==> src/rtl/data_mem_responder_pkg.sv <==
// dmem_pkg: shared types and helpers for the data-memory responder.
package dmem_pkg;
    localparam int DEF_ADDR_W = 8;
    localparam int DEF_DATA_W = 8;

    typedef enum logic [1:0] {
        ST_IDLE = 2'd0,
        ST_WAIT = 2'd1,
        ST_RESP = 2'd2
    } state_e;

    // Zero-extension does not change the XOR reduction, so one width fits all.
    function automatic logic even_parity(input logic [63:0] d);
        return ^d;
    endfunction
endpackage

==> src/rtl/data_mem_responder_if.sv <==
// data_mem_responder_if: request/response handshake bundle between CPU and memory.
interface data_mem_responder_if import dmem_pkg::*; #(
    parameter int ADDR_W = DEF_ADDR_W,
    parameter int DATA_W = DEF_DATA_W
);
    logic              req_valid;
    logic              req_ready;
    logic              req_write;
    logic [ADDR_W-1:0] req_addr;
    logic [DATA_W-1:0] req_wdata;
    logic              rsp_valid;
    logic              rsp_ready;
    logic [DATA_W-1:0] rsp_rdata;
    logic              rsp_err;

    modport master (
        output req_valid, req_write, req_addr, req_wdata, rsp_ready,
        input  req_ready, rsp_valid, rsp_rdata, rsp_err
    );
    modport slave (
        input  req_valid, req_write, req_addr, req_wdata, rsp_ready,
        output req_ready, rsp_valid, rsp_rdata, rsp_err
    );
endinterface

==> src/rtl/data_mem_responder_array.sv <==
// dmem_array: single-port RAM, synchronous write-first read with one cycle latency.
module dmem_array import dmem_pkg::*; #(
    parameter int ADDR_W = DEF_ADDR_W,
    parameter int WIDTH  = DEF_DATA_W
) (
    input  logic              clk,
    input  logic              en,
    input  logic              we,
    input  logic [ADDR_W-1:0] addr,
    input  logic [WIDTH-1:0]  wdata,
    output logic [WIDTH-1:0]  rdata
);
    logic [WIDTH-1:0] mem [2**ADDR_W];

    // A store returns the written word, which gives the response echo for free.
    always_ff @(posedge clk) begin
        if (en) begin
            if (we) mem[addr] <= wdata;
            rdata <= we ? wdata : mem[addr];
        end
    end
endmodule

==> src/rtl/data_mem_responder.sv <==
// data_mem_responder: wait-stated load/store responder over valid/ready handshakes.
// Optional DMEM_PARITY_EN stores an even-parity bit per word and flags load mismatches.
module data_mem_responder import dmem_pkg::*; #(
    parameter int ADDR_W      = DEF_ADDR_W,
    parameter int DATA_W      = DEF_DATA_W,
    parameter int WAIT_CYCLES = 2
) (
    input  logic                 clk,
    input  logic                 rst_n,
    data_mem_responder_if.slave  bus,
    output logic                 busy
);
    localparam int CW = (WAIT_CYCLES > 0) ? $clog2(WAIT_CYCLES + 1) : 1;
`ifdef DMEM_PARITY_EN
    localparam int WW = DATA_W + 1;
`else
    localparam int WW = DATA_W;
`endif

    state_e            state;
    logic [CW-1:0]     cnt;
    logic              write_q;
    logic [ADDR_W-1:0] addr_q;
    logic [DATA_W-1:0] wdata_q;
    logic              access;
    logic [WW-1:0]     ram_wdata;
    logic [WW-1:0]     ram_rdata;

    assign access = (state == ST_WAIT) && (cnt == '0);

    always_ff @(posedge clk or negedge rst_n) begin
        if (!rst_n) begin
            state   <= ST_IDLE;
            cnt     <= '0;
            write_q <= 1'b0;
            addr_q  <= '0;
            wdata_q <= '0;
        end else begin
            case (state)
                ST_IDLE: if (bus.req_valid) begin
                    state   <= ST_WAIT;
                    cnt     <= CW'(WAIT_CYCLES);
                    write_q <= bus.req_write;
                    addr_q  <= bus.req_addr;
                    wdata_q <= bus.req_wdata;
                end
                ST_WAIT: if (cnt != '0) cnt <= cnt - CW'(1);
                         else state <= ST_RESP;
                ST_RESP: if (bus.rsp_ready) state <= ST_IDLE;
                default: state <= ST_IDLE;
            endcase
        end
    end

`ifdef DMEM_PARITY_EN
    assign ram_wdata   = {even_parity(64'(wdata_q)), wdata_q};
    assign bus.rsp_err = bus.rsp_valid && !write_q &&
                         (ram_rdata[DATA_W] != even_parity(64'(ram_rdata[DATA_W-1:0])));
`else
    assign ram_wdata   = wdata_q;
    assign bus.rsp_err = 1'b0;
`endif

    dmem_array #(.ADDR_W(ADDR_W), .WIDTH(WW)) u_array (
        .clk   (clk),
        .en    (access),
        .we    (write_q),
        .addr  (addr_q),
        .wdata (ram_wdata),
        .rdata (ram_rdata)
    );

    assign bus.req_ready = (state == ST_IDLE);
    assign bus.rsp_valid = (state == ST_RESP);
    assign busy          = (state != ST_IDLE);
    // RAM output register is not reset, so gate it to give a clean zero outside RESP.
    assign bus.rsp_rdata = bus.rsp_valid ? ram_rdata[DATA_W-1:0] : '0;
endmodule

==> src/flat_wrapper.sv <==
// flat-port wrapper written by rule: the top's interface ports become plain ports
module data_mem_responder_flat import dmem_pkg::*;
#(
    parameter int ADDR_W      = DEF_ADDR_W,
    parameter int DATA_W      = DEF_DATA_W,
    parameter int WAIT_CYCLES = 2
)
  (clk, rst_n, busy, bus_req_valid, bus_req_write, bus_req_addr, bus_req_wdata, bus_rsp_ready, bus_req_ready, bus_rsp_valid, bus_rsp_rdata, bus_rsp_err);
  data_mem_responder_if #(.ADDR_W(ADDR_W), .DATA_W(DATA_W)) bus_i ();
  input  logic clk;
  input  logic rst_n;
  output logic busy;
  input wire logic [$bits(bus_i.req_valid)-1:0] bus_req_valid;
  input wire logic [$bits(bus_i.req_write)-1:0] bus_req_write;
  input wire logic [$bits(bus_i.req_addr)-1:0] bus_req_addr;
  input wire logic [$bits(bus_i.req_wdata)-1:0] bus_req_wdata;
  input wire logic [$bits(bus_i.rsp_ready)-1:0] bus_rsp_ready;
  output wire logic [$bits(bus_i.req_ready)-1:0] bus_req_ready;
  output wire logic [$bits(bus_i.rsp_valid)-1:0] bus_rsp_valid;
  output wire logic [$bits(bus_i.rsp_rdata)-1:0] bus_rsp_rdata;
  output wire logic [$bits(bus_i.rsp_err)-1:0] bus_rsp_err;
  assign bus_i.req_valid = bus_req_valid;
  assign bus_i.req_write = bus_req_write;
  assign bus_i.req_addr = bus_req_addr;
  assign bus_i.req_wdata = bus_req_wdata;
  assign bus_i.rsp_ready = bus_rsp_ready;
  assign bus_req_ready = bus_i.req_ready;
  assign bus_rsp_valid = bus_i.rsp_valid;
  assign bus_rsp_rdata = bus_i.rsp_rdata;
  assign bus_rsp_err = bus_i.rsp_err;
  data_mem_responder #(.ADDR_W(ADDR_W), .DATA_W(DATA_W), .WAIT_CYCLES(WAIT_CYCLES)) u_core (.clk(clk), .rst_n(rst_n), .bus(bus_i), .busy(busy));
endmodule
==> config.mk <==
export PLATFORM = sky130hd
export DESIGN_NAME = data_mem_responder_flat
export DESIGN_NICKNAME = d
export VERILOG_FILES = /design/src/rtl/data_mem_responder_pkg.sv /design/src/rtl/data_mem_responder_if.sv /design/src/rtl/data_mem_responder_array.sv /design/src/rtl/data_mem_responder.sv /design/src/flat_wrapper.sv
export SDC_FILE = /design/constraint.sdc
export NUM_CORES = 2
export LEC_CHECK = 0
export BUFFER_PORTS_ARGS = -buffer_cell sky130_fd_sc_hd__buf_4
export CAP_MARGIN = 20
export CORE_MARGIN = 5
export CORE_UTILIZATION = 55
export CTS_CLUSTER_DIAMETER = 200
export DETAILED_ROUTE_END_ITERATION = 8
export GPL_ROUTABILITY_DRIVEN = 0
export PLACE_DENSITY_LB_ADDON = 0.3
export SYNTH_ARGS = -nofsm -noshare
export SYNTH_HDL_FRONTEND = slang
export SYNTH_SLANG_ARGS = --single-unit
==> constraint.sdc <==
create_clock -name clk -period 4.6 [get_ports clk]
set_clock_uncertainty 0.2 [all_clocks]
set_input_delay 0.92 -clock clk [delete_from_list [all_inputs] [get_ports clk]]
set_output_delay 0.92 -clock clk [all_outputs]
set_load 0.1 [all_outputs]
==> impl_metrics.csv <==
group,metric,value,unit
placed_design,dpl_cell_area,0.0858,mm2
worst_setup_path,crit_arrival,4.63,ns
timing,finalSetupViolations,0,
clock_tree,cts_tree,"built",
yosys,synth_top_family_by_area,"multiplexers",
clock_tree,clk_pin_slew_worst_paths,0.07,ns
worst_hold_path,hold_class,"input pin to flip-flop",
routing,drc_errors,0,
timing,fin_crit_sh,89.5,%
worst_setup_path,path_class,"flip-flop to flip-flop",
grt,grt_overflow_total,0,
floorplanning,die_w,394,um
floorplanning,io_pins,33,
placed_design,dp_hpwl,130,mm
worst_setup_path,cp.required,5.11,ns
finish,final_common_cell,"edfxtp_1",
power,irDropWorstVdd,0.493,mV
worst_setup_path,path_max_fanout,70,
finish,regArea,0.0623,mm2
grt,grt_pass1_wl,303,mm
finish,layout_common_cells,"edfxtp_1 (2056), mux4_2 (482), buf_4 (389)",
clock_tree,cts.sinks,2077,
yosys,synthTopCellsByArea,"edfxtp_1 (76%), mux4_2 (13%), mux2i_1 (2.0%)",
finish,fin_area,0.0922,mm2
yosys,ys_types,61,
worst_setup_path,cp_cell_sequence,"buf_12, mux4_2, mux2i_1, a32o_1, a2111oi_0, a31oi_1, nor4b_1, or3_1",
floorplanning,num_rows,140,
clock_tree,htree_levels,4,
grt,grtUsageTotal,27.1,%
yosys,ys_seq_area_share,76.9,%
finish,nFillCells,9591,
finish,instances_no_fill,6359,
yosys,syn_area_per_cell,20.8,um2
floorplanning,core,0.146,mm2
worst_setup_path,path_delay_family,"compound AO/OA/AOI/OAI gates",
timing,rsz0062_at_grt,"false",
yosys,synth_mux_area_share,15.8,%
finish,utilization,63.2,%
yosys,synth_top_area_cell,"edfxtp_1",
timing,period_minus_slack,4.12,ns
timing,slew-limit-headroom,21.1,%
floorplanning,dieHeight,394,um
timing,slew_viol_final,0,
routing,drt_iter0_markers,6246,
power,p_leak,29.6,nW
yosys,synth-simple-area-share,3.31,%
clock_tree,cts_buffer_depth,3,
routing,ant_nets,0,
floorplanning,start_util,55.5,%
yosys,synth_nets,3909,
finish,fin_nets,4300,
timing,hold_violations,0,
timing,setup-tns-final,0,ns
yosys,synthAdderAreaFrac,0.0155,%
clock_tree,cts-root-buf,"clkbuf_16",
placed_design,dp.cells,5993,
yosys,ys_warn_count,0,
yosys,async_flop_share,1.01,%
routing,via_count,42100,
timing,fmax,243,MHz
yosys,synth_compound_area_share,2.29,%
yosys,synthFlopType,"edfxtp_1",
worst_setup_path,crit_path_max_incr_delay,0.96,ns
clock_tree,clock_latency,0.84,ns
grt,grt_antenna_before_repair,6,
worst_setup_path,crit_path_end_kind,"flip-flop",
floorplanning,fp.dieArea,0.155,mm2
grt,grt_pass1_vias,41900,
placed_design,numPortBuffers,31,
yosys,yosysTopAreaCellShare,76.3,%
yosys,ys_seq_elements,2077,
clock_tree,cts_inserted_buffers,198,
routing,vias_per_cell,6.62,
outcome,outcome,"finished, final reports clean",
flow_run,maxCapViolations,0,
power,pwr_density_cell,635,mW/mm2
finish,multi_input_area,0.0174,mm2
yosys,synth.cell_area,0.0810,mm2
worst_setup_path,cp-start-kind,"flip-flop",
routing,wl,210,mm
finish,drive_gt1_share,28.3,%
yosys,synth_xor_area_share,0,%
routing,wire_per_inst,33.1,um
timing,worst_pin_slew,1.18,ns
grt,grt_max_degree,178,
finish,syn_to_final_growth,13.8,%
worst_setup_path,cp.buffers_inverters,1,
clock_tree,cts_resized,0,
yosys,synth_edf_count,2056,
routing,drtPass1Iterations,6,
yosys,syn_inst,3887,
worst_setup_path,slowest_stage,"a2111oi_0",
-- logic make-up after synthesis --
logic type	Yosys count
other	1
DFF	2077
adders and majority gates	1
AOI/OAI and AO/OA	264
and+or+nand+nor	621
buffers and inverters	249
muxes	674
-- area by class of cell --
type | instances | area share [%]
multi-input cells | 1561 | 18.9
clock buffers | 228 | 5.52
repair buffers | 428 | 3.99
inverters | 12 | 0.0570
well taps | 1917 | 2.60
clock inverters | 131 | 1.28
diodes | 5 | 0.0136
flip-flops and latches | 2077 | 67.6
-- power breakdown --
group	internal, mW	switching (mW)	total (mW)
Clock	8.98	6.89	15.9
Combinational	6.47	11.4	17.9
Sequential	23.9	0.924	24.8
Total	39.3	19.2	58.5
-- cells in the mapped netlist, types with 8 or more instances --
cell type  count
buf_6         20
dfrtp_1       21
buf_4         40
clkbuf_1     106
a21oi_1       44
and3_1        22
o211ai_1       8
nor3_1        14
mux4_2       482
nand2_1      161
nand2b_1      12
a2111oi_0     13
mux2_2        28
buf_1         12
a22oi_1       31
edfxtp_1    2056
o22ai_1       22
and2_1         9
mux2i_1      164
a32oi_1       33
nor2b_1       21
buf_2         56
nor2_1       297
o21ai_0       43
nand3_1       50
a221oi_1      11
a211oi_1      17
inv_1         11
nand4_1       14
-- worst paths after layout --
path	depth (start not counted)	slack, ns	start	to
min in group asynchronous	2	0.39	rst_n	u_core.addr_q[6]$_DFFE_PN0P_
hold / removal	2	0.13	bus_req_addr[2]	u_core.addr_q[2]$_DFFE_PN0P_
max in group asynchronous	2	3.43	rst_n	u_core.addr_q[1]$_DFFE_PN0P_
setup / recovery	8	0.48	u_core.addr_q[0]$_DFFE_PN0P_	u_core.u_array.rdata[1]$_DFFE_PP_
setup reg to reg	8	0.48	u_core.addr_q[0]$_DFFE_PN0P_	u_core.u_array.rdata[1]$_DFFE_PP_
hold reg to reg	1	0.34	u_core.state[0]$_DFFE_PN0P_	u_core.cnt[1]$_DFFE_PN0P_
-- through the flow --
| step | total power, mW | hold WS [ns] | worst slack, ns |
|---|---|---|---|
| after floorplan | 36.2 | 0.292 | 0.139 |
| after global placement | 42.5 | 0.321 | 0.294 |
| after detailed placement | 42.8 | 0.334 | 0.569 |
| after CTS | 58.5 | 0.0735 | 0.525 |
| after global routing | 60.3 | 0.103 | 0.298 |
| final | 58.5 | 0.130 | 0.482 |
-- repair_timing --
action                                  in CTS  in global routing
hold buffers                                 1                  0
endpoints found under the hold margin       21                  0
endpoints found under the setup margin       0                  0
buffers inserted                             0                  0
-- worst reg2reg max path, stage by stage, from the launching register on --
cell       delay (ns)
dfrtp_4          0.78
buf_12           0.54
mux4_2           0.40
mux2i_1          0.12
a32o_1           0.23
a2111oi_0        0.96
a31oi_1          0.27
nor4b_1          0.33
or3_1            0.16
-- flip-flops by register name, indices dropped and copies added (netlist names) --
register	cells
u_core.u_array.mem	2048
u_core.addr_q	8
u_core.ram_wdata	8
u_core.u_array.rdata	8
u_core.cnt	2
u_core.state	2
u_core.write_q	1
-- per-layer routing --
layer	vias to the layer above	wire length [um]	share of wire [%]	GRT usage [%]
met3	501	24900	12	7.27
met5	-	0	0	0
met4	0	9670	4.6	11.2
met1	22000	78900	38	38.3
li1	16900	-	-	-
met2	2776	96900	46	40.9
Power figures use the tool's default switching activity.
